--- config.mk ---
export PLATFORM = sky130hd
export DESIGN_NAME = cnn_layer_seq_flat
export DESIGN_NICKNAME = d
export VERILOG_FILES = /design/src/rtl/cnn_pkg.sv /design/src/rtl/cnn_layer_seq_if.sv /design/src/rtl/cnn_layer_timer.sv /design/src/rtl/cnn_layer_seq.sv /design/src/flat_wrapper.sv
export SDC_FILE = /design/constraint.sdc
export NUM_CORES = 1
export LEC_CHECK = 0
export BUFFER_PORTS_ARGS = -buffer_cell sky130_fd_sc_hd__clkbuf_2
export CAP_MARGIN = 20
export CORE_MARGIN = 2
export CORE_UTILIZATION = 45
export DETAILED_ROUTE_END_ITERATION = 10
export GPL_ROUTABILITY_DRIVEN = 0
export MAX_ROUTING_LAYER = met4
export PLACE_DENSITY = 0.63
export SETUP_SLACK_MARGIN = 0.2
export SLEW_MARGIN = 10
export SYNTH_ARGS = -nofsm -noshare
export SYNTH_HDL_FRONTEND = slang
export SYNTH_SLANG_ARGS = --single-unit
--- constraint.sdc ---
create_clock -name clk -period 2.25 [get_ports clk]
set_input_delay 0.45 -clock clk [delete_from_list [all_inputs] [get_ports clk]]
set_output_delay 0.45 -clock clk [all_outputs]
set_load 0.05 [all_outputs]
--- src/rtl/cnn_pkg.sv ---
// Shared layer codes and sequencer state encoding for the CNN layer sequencer.
package cnn_pkg;

    localparam logic [7:0] LAYER_IDLE  = 8'd0;
    localparam logic [7:0] LAYER_LOAD  = 8'd1;
    localparam logic [7:0] LAYER_CONV1 = 8'd2;
    localparam logic [7:0] LAYER_POOL1 = 8'd3;
    localparam logic [7:0] LAYER_CONV2 = 8'd4;
    localparam logic [7:0] LAYER_POOL2 = 8'd5;
    localparam logic [7:0] LAYER_FC    = 8'd6;

    typedef enum logic [2:0] {
        S_IDLE,
        S_LOAD,
        S_SETTLE,
        S_RUN,
        S_DONE,
        S_ERROR
    } seq_state_t;

    function automatic logic [7:0] layer_code(input logic [2:0] layer);
        return {5'd0, layer};
    endfunction

endpackage

--- src/rtl/cnn_layer_seq_if.sv ---
// Host and layer-controller signals of the CNN layer sequencer, plus its state.
interface cnn_layer_seq_if;
    import cnn_pkg::*;

    // Handshake: start and img_loaded are single-clock pulses sampled on the
    // rising edge; return_ctrl is a level, and a layer completes on any edge
    // where it equals the code currently driven on ctrl (nonzero).
    logic        start;
    logic        abort;
    logic        img_loaded;
    logic [7:0]  return_ctrl;
    logic [7:0]  ctrl;
    logic        busy;
    logic        done;
    logic        err;
    logic        irq;
    logic [2:0]  cur_layer;
    logic [2:0]  err_layer;
    logic [31:0] total_cycles;
    seq_state_t  dbg_state;

    modport master (
        output start, abort, img_loaded, return_ctrl,
        input  ctrl, busy, done, err, irq, cur_layer, err_layer, total_cycles, dbg_state
    );

    modport slave (
        input  start, abort, img_loaded, return_ctrl,
        output ctrl, busy, done, err, irq, cur_layer, err_layer, total_cycles, dbg_state
    );

endinterface

--- src/rtl/cnn_layer_timer.sv ---
// Per-layer watchdog: counts enabled clocks from a clear and flags the last one.
module cnn_layer_timer #(
    parameter int LIMIT = 1048576
) (
    input  logic clk,
    input  logic reset,
    input  logic clear,
    input  logic enable,
    output logic expired
);

    localparam int W = (LIMIT > 1) ? $clog2(LIMIT) : 1;
    localparam logic [W-1:0] LAST = W'(LIMIT - 1);

    logic [W-1:0] count;

    always_ff @(posedge clk) begin
        if (reset || clear) begin
            count <= '0;
        end else if (enable && (count != LAST)) begin
            count <= count + W'(1);
        end
    end

    // Asserted during the LIMIT-th enabled clock; the owner decides on the next edge.
    assign expired = enable && (count == LAST);

endmodule

--- src/rtl/cnn_layer_seq.sv ---
// CNN layer sequencer: drives image load, then conv1..FC one layer at a time,
// with settle gaps between layers and a watchdog on every load/run phase.
module cnn_layer_seq
    import cnn_pkg::*;
#(
    parameter int TIMEOUT_CYCLES = 1048576,
    parameter int SETTLE_CYCLES  = 2
) (
    input logic            clk,
    input logic            reset,
    cnn_layer_seq_if.slave bus
);

    seq_state_t state;
    logic [3:0] settle_cnt;
    logic       wd_active;
    logic       wd_expired;
    logic       step_done;
    logic [2:0] next_layer;

    assign wd_active  = (state == S_LOAD) || (state == S_RUN);
    assign next_layer = bus.cur_layer + 3'd1;
    assign step_done  = (state == S_LOAD) ? bus.img_loaded
                                          : (bus.return_ctrl == layer_code(bus.cur_layer));
    assign bus.dbg_state = state;

    // Held in clear outside LOAD/RUN, so every entry to those states starts at zero.
    cnn_layer_timer #(
        .LIMIT(TIMEOUT_CYCLES)
    ) u_watchdog (
        .clk    (clk),
        .reset  (reset),
        .clear  (!wd_active),
        .enable (wd_active),
        .expired(wd_expired)
    );

    always_ff @(posedge clk) begin
        if (reset) begin
            state            <= S_IDLE;
            settle_cnt       <= 4'd0;
            bus.ctrl         <= LAYER_IDLE;
            bus.busy         <= 1'b0;
            bus.done         <= 1'b0;
            bus.err          <= 1'b0;
            bus.irq          <= 1'b0;
            bus.cur_layer    <= 3'd0;
            bus.err_layer    <= 3'd0;
            bus.total_cycles <= 32'd0;
        end else begin
            bus.irq <= 1'b0;
            if ((wd_active || (state == S_SETTLE)) && (bus.total_cycles != '1)) begin
                bus.total_cycles <= bus.total_cycles + 32'd1;
            end

            if (bus.abort) begin
                state         <= S_IDLE;
                bus.ctrl      <= LAYER_IDLE;
                bus.busy      <= 1'b0;
                bus.cur_layer <= 3'd0;
            end else begin
                case (state)
                    S_IDLE, S_DONE, S_ERROR: begin
                        if (bus.start) begin
                            state            <= S_LOAD;
                            bus.ctrl         <= LAYER_LOAD;
                            bus.busy         <= 1'b1;
                            bus.cur_layer    <= 3'd1;
                            bus.done         <= 1'b0;
                            bus.err          <= 1'b0;
                            bus.err_layer    <= 3'd0;
                            bus.total_cycles <= 32'd0;
                        end
                    end
                    // Completion is tested before the watchdog so it wins a same-cycle tie.
                    S_LOAD, S_RUN: begin
                        if (step_done) begin
                            bus.ctrl <= LAYER_IDLE;
                            if ((state == S_RUN) && (bus.cur_layer == LAYER_FC[2:0])) begin
                                state         <= S_DONE;
                                bus.busy      <= 1'b0;
                                bus.done      <= 1'b1;
                                bus.irq       <= 1'b1;
                                bus.cur_layer <= 3'd0;
                            end else begin
                                state      <= S_SETTLE;
                                settle_cnt <= 4'd0;
                            end
                        end else if (wd_expired) begin
                            state         <= S_ERROR;
                            bus.ctrl      <= LAYER_IDLE;
                            bus.busy      <= 1'b0;
                            bus.err       <= 1'b1;
                            bus.irq       <= 1'b1;
                            bus.err_layer <= bus.cur_layer;
                            bus.cur_layer <= 3'd0;
                        end
                    end
                    S_SETTLE: begin
                        if (settle_cnt == 4'(SETTLE_CYCLES - 1)) begin
                            state         <= S_RUN;
                            bus.cur_layer <= next_layer;
                            bus.ctrl      <= layer_code(next_layer);
                        end else begin
                            settle_cnt <= settle_cnt + 4'd1;
                        end
                    end
                    default: begin
                        state    <= S_IDLE;
                        bus.ctrl <= LAYER_IDLE;
                        bus.busy <= 1'b0;
                    end
                endcase
            end
        end
    end

endmodule

--- src/flat_wrapper.sv ---
// flat-port wrapper written by rule: the top's interface ports become plain ports
module cnn_layer_seq_flat import cnn_pkg::*;
#(
    parameter int TIMEOUT_CYCLES = 1048576,
    parameter int SETTLE_CYCLES  = 2
)
  (clk, reset, bus_start, bus_abort, bus_img_loaded, bus_return_ctrl, bus_ctrl, bus_busy, bus_done, bus_err, bus_irq, bus_cur_layer, bus_err_layer, bus_total_cycles, bus_dbg_state);
  cnn_layer_seq_if bus_i ();
  input logic clk;
  input logic reset;
  input wire logic [$bits(bus_i.start)-1:0] bus_start;
  input wire logic [$bits(bus_i.abort)-1:0] bus_abort;
  input wire logic [$bits(bus_i.img_loaded)-1:0] bus_img_loaded;
  input wire logic [$bits(bus_i.return_ctrl)-1:0] bus_return_ctrl;
  output wire logic [$bits(bus_i.ctrl)-1:0] bus_ctrl;
  output wire logic [$bits(bus_i.busy)-1:0] bus_busy;
  output wire logic [$bits(bus_i.done)-1:0] bus_done;
  output wire logic [$bits(bus_i.err)-1:0] bus_err;
  output wire logic [$bits(bus_i.irq)-1:0] bus_irq;
  output wire logic [$bits(bus_i.cur_layer)-1:0] bus_cur_layer;
  output wire logic [$bits(bus_i.err_layer)-1:0] bus_err_layer;
  output wire logic [$bits(bus_i.total_cycles)-1:0] bus_total_cycles;
  output wire logic [$bits(bus_i.dbg_state)-1:0] bus_dbg_state;
  assign bus_i.start = bus_start;
  assign bus_i.abort = bus_abort;
  assign bus_i.img_loaded = bus_img_loaded;
  assign bus_i.return_ctrl = bus_return_ctrl;
  assign bus_ctrl = bus_i.ctrl;
  assign bus_busy = bus_i.busy;
  assign bus_done = bus_i.done;
  assign bus_err = bus_i.err;
  assign bus_irq = bus_i.irq;
  assign bus_cur_layer = bus_i.cur_layer;
  assign bus_err_layer = bus_i.err_layer;
  assign bus_total_cycles = bus_i.total_cycles;
  assign bus_dbg_state = bus_i.dbg_state;
  cnn_layer_seq #(.TIMEOUT_CYCLES(TIMEOUT_CYCLES), .SETTLE_CYCLES(SETTLE_CYCLES)) u_core (.clk(clk), .reset(reset), .bus(bus_i));
endmodule
==> metrics, run 1 <==
CTS buffer count=9; top post-synthesis cells by area=dfxtp_1 37%, xnor2_1 5.0%, a21oi_1 4.3%; via/cell ratio=5.64; Switch Pwr=0.646 mW; Synth Area in Compound Gates=21.3%; Nets=550; clock buffer depth=2; Slew headroom=62.3%; Cell variety after synth=56; main combinational cell family by area after synthesis=simple AND/OR/NAND/NOR gates; post-route ant nets=0; Post-synth top cells=72 x dfxtp_1, 38 x nand2_1, 35 x nor2_1; CP top delay family=compound AO/OA/AOI/OAI gates; Area Overhead vs Synth=21.0%; post-synthesis mux area share=0.777%; Synth warnings=0; hold crit path type=in2reg; most frequent cell after synthesis=dfxtp_1; Comb pwr share=7.1%; Die Y=96.7 um; Clock power frac=45.8%; Avg WL per Cell=14.5 um; IO Port Bufs=60; initial antenna violation count=0; ant diodes=0; switching share of total power=23.6%; worst skew pair latency=0.35 ns; status=complete, no violations; Synth Area in Simple Gates=27.1%; Final Hold Vio Count=0; post-synthesis adder-cell area fraction=1.94%; average cell area after synthesis=8.39 um^2; Synth Instances=461; Sequential Power Share=47.1%; Post-Synth XOR/XNOR Area=6.34%; post-synth top area share=37.3%; share of layout cells above drive strength 1=26.9%; Arrival @ worst endpoint=2.23 ns; post-route minimum period=1.96 ns; Post-Route WL=9270 um; worst r2r path cells=5; Seq/Total Area, Yosys=37.3%; GRT Total Usage=20.5%; Leak=1.62 nW; crit end category=flop; die area=0.00935 mm^2; skew final=0.0118 ns; mapped cell area=0.00387 mm^2; total congestion overflow=0; area leader, netlist=dfxtp_1; Slew Limit Fails=0; worst path cell trace=o21bai_2 > or2_1 > a211o_2 > or4_1 > a21oi_1; Post-synth EDFFs=0; Site Rows=33; CP max stage cell=or4_1; Setup TNS=0 ns; largest net degree at the start of global routing=19; TritonCTS clock tree=built; DRT iter0 DRCs=171; count of endpoints failing setup in the final report=0; worst stage delay on the critical path=0.48 ns; Initial DRT Pass Iterations=5; first-pass GRT wire length=15,900 um; crit path max fanout=11; max_cap viols=0; HPWL after DPL=6800 um; Remaining DRCs=0; PD cells=585 mW/mm^2; Worst-Margin Slew=0.560 ns; CTS Hold Buffers Added=0; CP Buf/Inv Count=0; vias in the first global route=3,316; Clock Pin Slew Worst Setup and Hold Paths=0.08 ns; Clock Sinks=72; crit start category=flop; Final Instance Area=0.00468 mm^2; Cell Int Power=2.09 mW; initial cell density of the core=46.8%; WS Path Type=reg2reg; clk root buf=clkbuf_8; worst hold stages=2; synthesis-stage register bit count=72; RSZ-0062 raised after global routing=yes; Post-DP Area=0.00437 mm^2; die width=96.7 um; Ports=66; FFs w/ async S/R, synth=0%; top_reg_cell synth=dfxtp_1; R2R Setup Slk=0.29 ns; core area=0.00826 mm^2; Period Utilization, post-route=86.9%; Req. time, crit path=2.53 ns; H-tree levels=3; VDD IR max=0.298 mV; routed vias=3,616; critical path depth=5; Max Freq=511 MHz
per-layer routing:
metal | vias up | global-route usage (%) | wire, um
li1 | 1836 | - | -
met1 | 1685 | 27.1 | 4410
met2 | 87 | 31.9 | 4350
met3 | 8 | 4.19 | 423
met4 | 0 | 5.96 | 91
met5 | - | - | 0
cells in the final DEF, fill, tap and decap left out, types with 8 or more instances in the layout:
master / instances
inv_1: 14
clkbuf_8: 11
nand3_1: 24
clkbuf_2: 60
dfxtp_1: 50
o31ai_1: 15
or3_1: 10
xnor2_1: 22
nor2_1: 35
o21ai_0: 19
buf_4: 24
dfxtp_2: 19
a21oi_1: 33
or4_1: 16
nand2_1: 38
a211oi_1: 12
a31oi_1: 8
nand4_1: 13
cell type report:
cell class,count,area [um^2]
Clock inverter,4,71.3
Timing Repair Buffer,84,480
Inverter,14,52.6
Tap cell,105,131
Fill cell,767,3580
Multi-Input combinational cell,350,2290
Clock buffer,12,176
Sequential cell,72,1480
flip-flops by register name, summed over array words and instances, names as in the netlist:
| register | count |
|---|---|
| u_core.bus.ctrl | 3 |
| u_core.u_watchdog.count | 20 |
| u_core.bus.total_cycles | 32 |
| u_core.bus.irq | 1 |
| u_core.bus.done | 1 |
| u_core.bus.err_layer | 3 |
| u_core.bus.cur_layer | 3 |
| u_core.bus.err | 1 |
| u_core.bus.busy | 1 |
| u_core.bus.dbg_state | 3 |
| u_core.settle_cnt | 4 |
cells by family after synthesis:
group                      Yosys count
AOI/OAI and AO/OA                  119
xor gates and xnor gates            28
adders and majority gates            6
buffers and inverters               43
DFF                                 72
muxes                                3
other                                1
and+or+nand+nor                    189
per-stage QoR:
step                util [%]  hold slack [ns]  total power, mW  instances  setup slack (ns)
finish                  56.7            0.383             2.74        641             0.294
detailed placement      52.9            0.462             1.51        623             0.263
global route            56.7            0.384             2.83        641             0.136
CTS                     55.9            0.377             2.76        639             0.252
floorplan                  -            0.461             1.46        465             0.204
global placement        52.9            0.443             1.51        623             0.306
power by group through the flow:
| stage | combinational [mW] | sequential [mW] | clock [mW] |
|---|---|---|---|
| 3_3_place_gp | 0.190 | 1.32 | 0 |
| 4_1_cts | 0.192 | 1.29 | 1.28 |
| 3_5_place_dp | 0.191 | 1.32 | 0 |
| 2_1_floorplan | 0.118 | 1.34 | 0 |
| 5_1_grt | 0.212 | 1.29 | 1.33 |
| 6_report | 0.196 | 1.29 | 1.25 |
path summary, 6_finish.rpt:
check | to | from
min reg2reg | u_core.bus.ctrl[1] | u_core.bus.ctrl[1]
max reg2reg | u_core.bus.total_cycles[27] | u_core.bus.dbg_state[2]
min | u_core.bus.err_layer[1] | reset
max | u_core.bus.total_cycles[27] | u_core.bus.dbg_state[2]
what timing repair did:
item	4_1_cts	5_1_grt
endpoints found under the hold margin	0	0
endpoints found under the setup margin	0	42
gates resized for setup	0	13
setup buffers	0	2
Power figures use the tool's default switching activity.
==> inputs of run 2 (changes only) <==
- PLACE_DENSITY: 0.63 -> 0.69
==> metrics, run 2 (same netlist as run 1, synthesis figures left out) <==
max_cap viols=0 (unchanged); Post-Route WL=9380 um (+1.1%); Arrival @ worst endpoint=2.20 ns (-0.03 ns); routed vias=3,655 (+1.1%); Die Y=96.7 um (unchanged); GR Util met1=25.9% (-1.2 points); Period Utilization, post-route=87.5% (+0.57 points); most flop-heavy register=u_core.bus.total_cycles; Clock Sinks=72 (unchanged); Worst Hold Slack=0.387 ns (+0.00463 ns); vias in the first global route=3,471 (+4.7%); Setup TNS=0 ns (unchanged); HPWL after DPL=6840 um (+0.67%); largest net degree at the start of global routing=19 (unchanged); core area=0.00826 mm^2 (unchanged); Slew headroom=66.6% (+4.3 points); initial cell density of the core=46.8% (unchanged); Site Rows=33 (unchanged); Top Registers=u_core.bus.total_cycles x32, u_core.u_watchdog.count x20, u_core.settle_cnt x4; Nets=542 (-1.5%); clock buffer depth=2 (unchanged); R2R Path Start=u_core.bus.dbg_state[1]; crit end category=flop; PD cells=518 mW/mm^2 (-11%); Final Instance Area=0.00452 mm^2 (-3.5%); ant diodes=0 (unchanged); crit start category=flop; commonest non-fill, non-tap cell in the layout=clkbuf_2; CP Buf/Inv Count=0 (unchanged); commonest cells after routing, fill and taps aside=60 x clkbuf_2, 50 x dfxtp_1, 38 x nand2_1; gr busiest metal=met2; Area Overhead vs Synth=16.8%; RSZ-0062 raised after global routing=yes; Max Freq=508 MHz (-0.65%); DRT iter0 DRCs=204 (+19%); met2 Track Usage GR=32.3% (+0.43 points); Initial DRT Pass Iterations=4 (-1); hold crit path type=in2reg; Post-DP Area=0.00432 mm^2 (-1.2%); Worst-Margin Slew=0.496 ns (-0.0641 ns); Req. time, crit path=2.48 ns (-0.05 ns); skew final=0.0171 ns (+0.00534 ns); hold_sp=reset; count of endpoints failing setup in the final report=0 (unchanged); Final Hold Vio Count=0 (unchanged); Clock Pin Slew Worst Setup and Hold Paths=0.09 ns (about the same); via/cell ratio=5.77 (+2.4%); WS Path Type=reg2reg; IO Port Bufs=60 (unchanged); GR Layer Usage met3=3.32% (-0.87 points); total congestion overflow=0 (unchanged); max FFs per register=32 (unchanged); first-pass GRT wire length=15,700 um (-1.0%); CP max stage cell=or3b_1; VDD IR max=0.252 mV (-16%); post-route insts no fill=633 (-1.2%); post-route ant nets=0 (unchanged); GRT Total Usage=20.2% (-0.31 points); Ports=66 (unchanged); initial antenna violation count=0 (unchanged); CP top delay family=compound AO/OA/AOI/OAI gates; status=complete, no violations; CTS Hold Buffers Added=0 (unchanged); Slew Limit Fails=0 (unchanged); Crit. Startpoint=u_core.bus.dbg_state[1]; share of layout cells above drive strength 1=24.6% (-2.2 points); crit path max fanout=15 (+4); die width=96.7 um (unchanged); H-tree levels=3 (unchanged); worst path cell trace=or3b_1 > o22ai_1 > o21ai_0 > a21oi_1 > a211oi_1; worst skew pair latency=0.34 ns (about the same); die area=0.00935 mm^2 (unchanged); clk root buf=clkbuf_8; Remaining DRCs=0 (unchanged); Avg WL per Cell=14.8 um (+2.4%); post-route minimum period=1.97 ns (+0.0129 ns); TritonCTS clock tree=built; CTS buffer count=9 (unchanged); dpl cells=616 (-1.1%); Leak=1.53 nW (-5.2%); worst stage delay on the critical path=0.50 ns (+0.02 ns)
==> run 2: worst paths after layout <==
path / to / slack (ns) / cells after the start
min reg2reg: u_core.bus.ctrl[1] / 0.47 / 2
min: u_core.bus.err_layer[0] / 0.39 / 2
max reg2reg: u_core.bus.cur_layer[2] / 0.28 / 5
max: u_core.bus.cur_layer[2] / 0.28 / 5
==> run 2: per-layer routing <==
metal	routed length (um)	up-vias
li1	-	1820
met3	535	8
met1	4280	1715
met2	4500	112
met4	68	0
met5	0	-
==> run 2: final cells by class <==
cell class              instances  area [um^2]
well taps                     105          131
clock inverters                 4         22.5
flip-flops and latches         72         1480
clock buffers                  12          135
multi-input cells             350         2270
inverters                      14         52.6
repair buffers                 76          420
fillers                       789         3740
==> run 2: power breakdown <==
part	switching [mW]	internal (mW)
Combinational	0.134	0.0552
Sequential	0.0104	1.28
Clock	0.465	0.396
==> run 2: through the flow <==
| stage | setup slack (ns) | total power [mW] | util, % |
|---|---|---|---|
| after floorplan | 0.204 | 1.46 | - |
| after detailed placement | 0.213 | 1.51 | 52.3 |
| after global routing | 0.172 | 2.43 | 54.7 |
| after global placement | 0.225 | 1.50 | 52.3 |
| after CTS | 0.237 | 2.36 | 54.2 |
| final | 0.281 | 2.34 | 54.7 |
==> run 2: what timing repair did <==
item / in CTS / in global routing
cloned: 0 / 0
buffers inserted: 0 / 1
gates resized for setup: 1 / 9
endpoints found under the hold margin: 0 / 0
setup endpoints to repair: 3 / 16
pin swaps: 0 / 1
==> inputs of run 3 (changes only) <==
- RECOVER_POWER: not set -> 50
==> metrics, run 3 (same netlist as run 1, synthesis figures left out) <==
largest net degree at the start of global routing=19 (unchanged); first-pass GRT wire length=15,700 um (unchanged); GRT Total Usage=20.2% (unchanged); Reg-to-Reg End=u_core.u_watchdog.count[14]; post-route insts no fill=633 (unchanged); Slew headroom=57.3% (-9.3 points); initial antenna violation count=0 (unchanged); max_cap viols=0 (unchanged); crit path max fanout=7 (-8); Ports=66 (unchanged); fin util=53.6% (-1.1 points); Die Y=96.7 um (unchanged); clock buffer depth=2 (unchanged); IO Port Bufs=60 (unchanged); worst r2r path cells=6 (+1); commonest non-fill, non-tap cell in the layout=clkbuf_1; post-route ant nets=0 (unchanged); Tot Pwr=2.34 mW (-0.16%); Worst Hold Slack=0.392 ns (+0.00463 ns); Req. time, crit path=2.46 ns (-0.02 ns); skew final=0.0150 ns (-0.00215 ns); via/cell ratio=5.79 (+0.33%); core area=0.00826 mm^2 (unchanged); count of endpoints failing setup in the final report=0 (unchanged); crit start category=flop; max FFs per register=32 (unchanged); die area=0.00935 mm^2 (unchanged); hold_sp=reset; crit end category=flop; R2R Path Start=u_core.u_watchdog.count[0]; hold crit path type=in2reg; pre-CTS worst setup slack=0.213 ns (unchanged); share of layout cells above drive strength 1=14.8% (-9.8 points); Top Registers=u_core.bus.total_cycles x32, u_core.u_watchdog.count x20, u_core.settle_cnt x4; CTS buffer count=9 (unchanged); Post-DP Area=0.00432 mm^2 (unchanged); Remaining DRCs=0 (unchanged); commonest cells after routing, fill and taps aside=51 x clkbuf_1, 50 x dfxtp_1, 38 x nand2_1; post-route minimum period=1.99 ns (+0.0257 ns); H-tree levels=3 (unchanged); Arrival @ worst endpoint=2.21 ns (about the same); die width=96.7 um (unchanged); routed vias=3,667 (+0.33%); worst hold stages=2 (unchanged); RSZ-0062 raised after global routing=yes; Clock Pin Slew Worst Setup and Hold Paths=0.08 ns (about the same); TritonCTS clock tree=built; Initial DRT Pass Iterations=5 (+1); WHS Endpoint=u_core.bus.err_layer[0]; PD cells=527 mW/mm^2 (+1.8%); Max Freq=501 MHz (-1.3%); R2R Setup Slk=0.26 ns (-0.03 ns); HPWL after DPL=6840 um (unchanged); Site Rows=33 (unchanged); ant diodes=0 (unchanged); Post-Route WL=9410 um (+0.38%); Period Utilization, post-route=88.6% (+1.1 points); worst skew pair latency=0.34 ns (about the same); Clock Sinks=72 (unchanged); Leak=1.34 nW (-12%); Nets=542 (unchanged); status=complete, no violations; DRT iter0 DRCs=213 (+4.4%); Slew Limit Fails=0 (unchanged); Final Instance Area=0.00443 mm^2 (-1.9%); Area Overhead vs Synth=14.5%; Final Hold Vio Count=0 (unchanged); initial cell density of the core=46.8% (unchanged); clk root buf=clkbuf_8; Avg WL per Cell=14.9 um (+0.38%); Setup TNS=0 ns (unchanged); WS Path Type=reg2reg; Final WS setup=0.256 ns (-0.0257 ns); dpl cells=616 (unchanged); vias in the first global route=3,471 (unchanged); Worst-Margin Slew=0.643 ns (+0.148 ns); VDD IR max=0.249 mV (-0.99%); total congestion overflow=0 (unchanged); most flop-heavy register=u_core.bus.total_cycles
[run 3: worst max path at each step]
stage,from,to,slack [ns],cells past startpoint
finish,u_core.u_watchdog.count[0],u_core.u_watchdog.count[14],0.26,6
CTS,u_core.bus.total_cycles[0],u_core.bus.total_cycles[31],0.24,6
floorplan,u_core.bus.total_cycles[25],u_core.bus.total_cycles[12],0.20,6
detailed placement,u_core.bus.dbg_state[1],u_core.bus.total_cycles[31],0.21,5
global route,u_core.bus.dbg_state[2],u_core.bus.total_cycles[13],0.11,6
global placement,u_core.bus.dbg_state[2],u_core.settle_cnt[1],0.23,6
[run 3: worst max-delay path: stages (launching register included)]
cell and delay [ns]:
dfxtp_1 0.38, ha_1 0.21, nand4_1 0.16, or3_1 0.49
nor4b_1 0.42, xnor2_1 0.16, nor2_1 0.05
[run 3: timing repair]
item	4_1_cts	5_1_grt
pin swaps	0	1
hold buffers	0	0
gates resized for setup	1	9
setup endpoints to repair	3	16
setup buffers	0	1
[run 3: layout make-up]
cell class	instances	area [um^2]
multi-input cells	350	2250
clock inverters	4	22.5
fillers	813	3830
flip-flops and latches	72	1480
inverters	14	52.6
well taps	105	131
repair buffers	76	358
clock buffers	12	135
[run 3: per-layer routing]
layer | part of all wire [%] | up-vias | GRT usage [%] | wire (um)
met5 | 0 | - | - | 0
met3 | 5.1 | 15 | 3.32 | 483
met1 | 46 | 1720 | 25.9 | 4330
met4 | 1.2 | 0 | 7.15 | 112
met2 | 48 | 118 | 32.3 | 4490
li1 | - | 1814 | - | -
[run 3: where the power goes]
| group | internal, mW | switching, mW | leakage, nW | total [mW] |
|---|---|---|---|---|
| Sequential | 1.28 | 0.0103 | 0.593 | 1.29 |
| Combinational | 0.0525 | 0.134 | 0.671 | 0.186 |
| Clock | 0.396 | 0.465 | 0.0801 | 0.861 |
| Total | 1.73 | 0.609 | 1.34 | 2.34 |
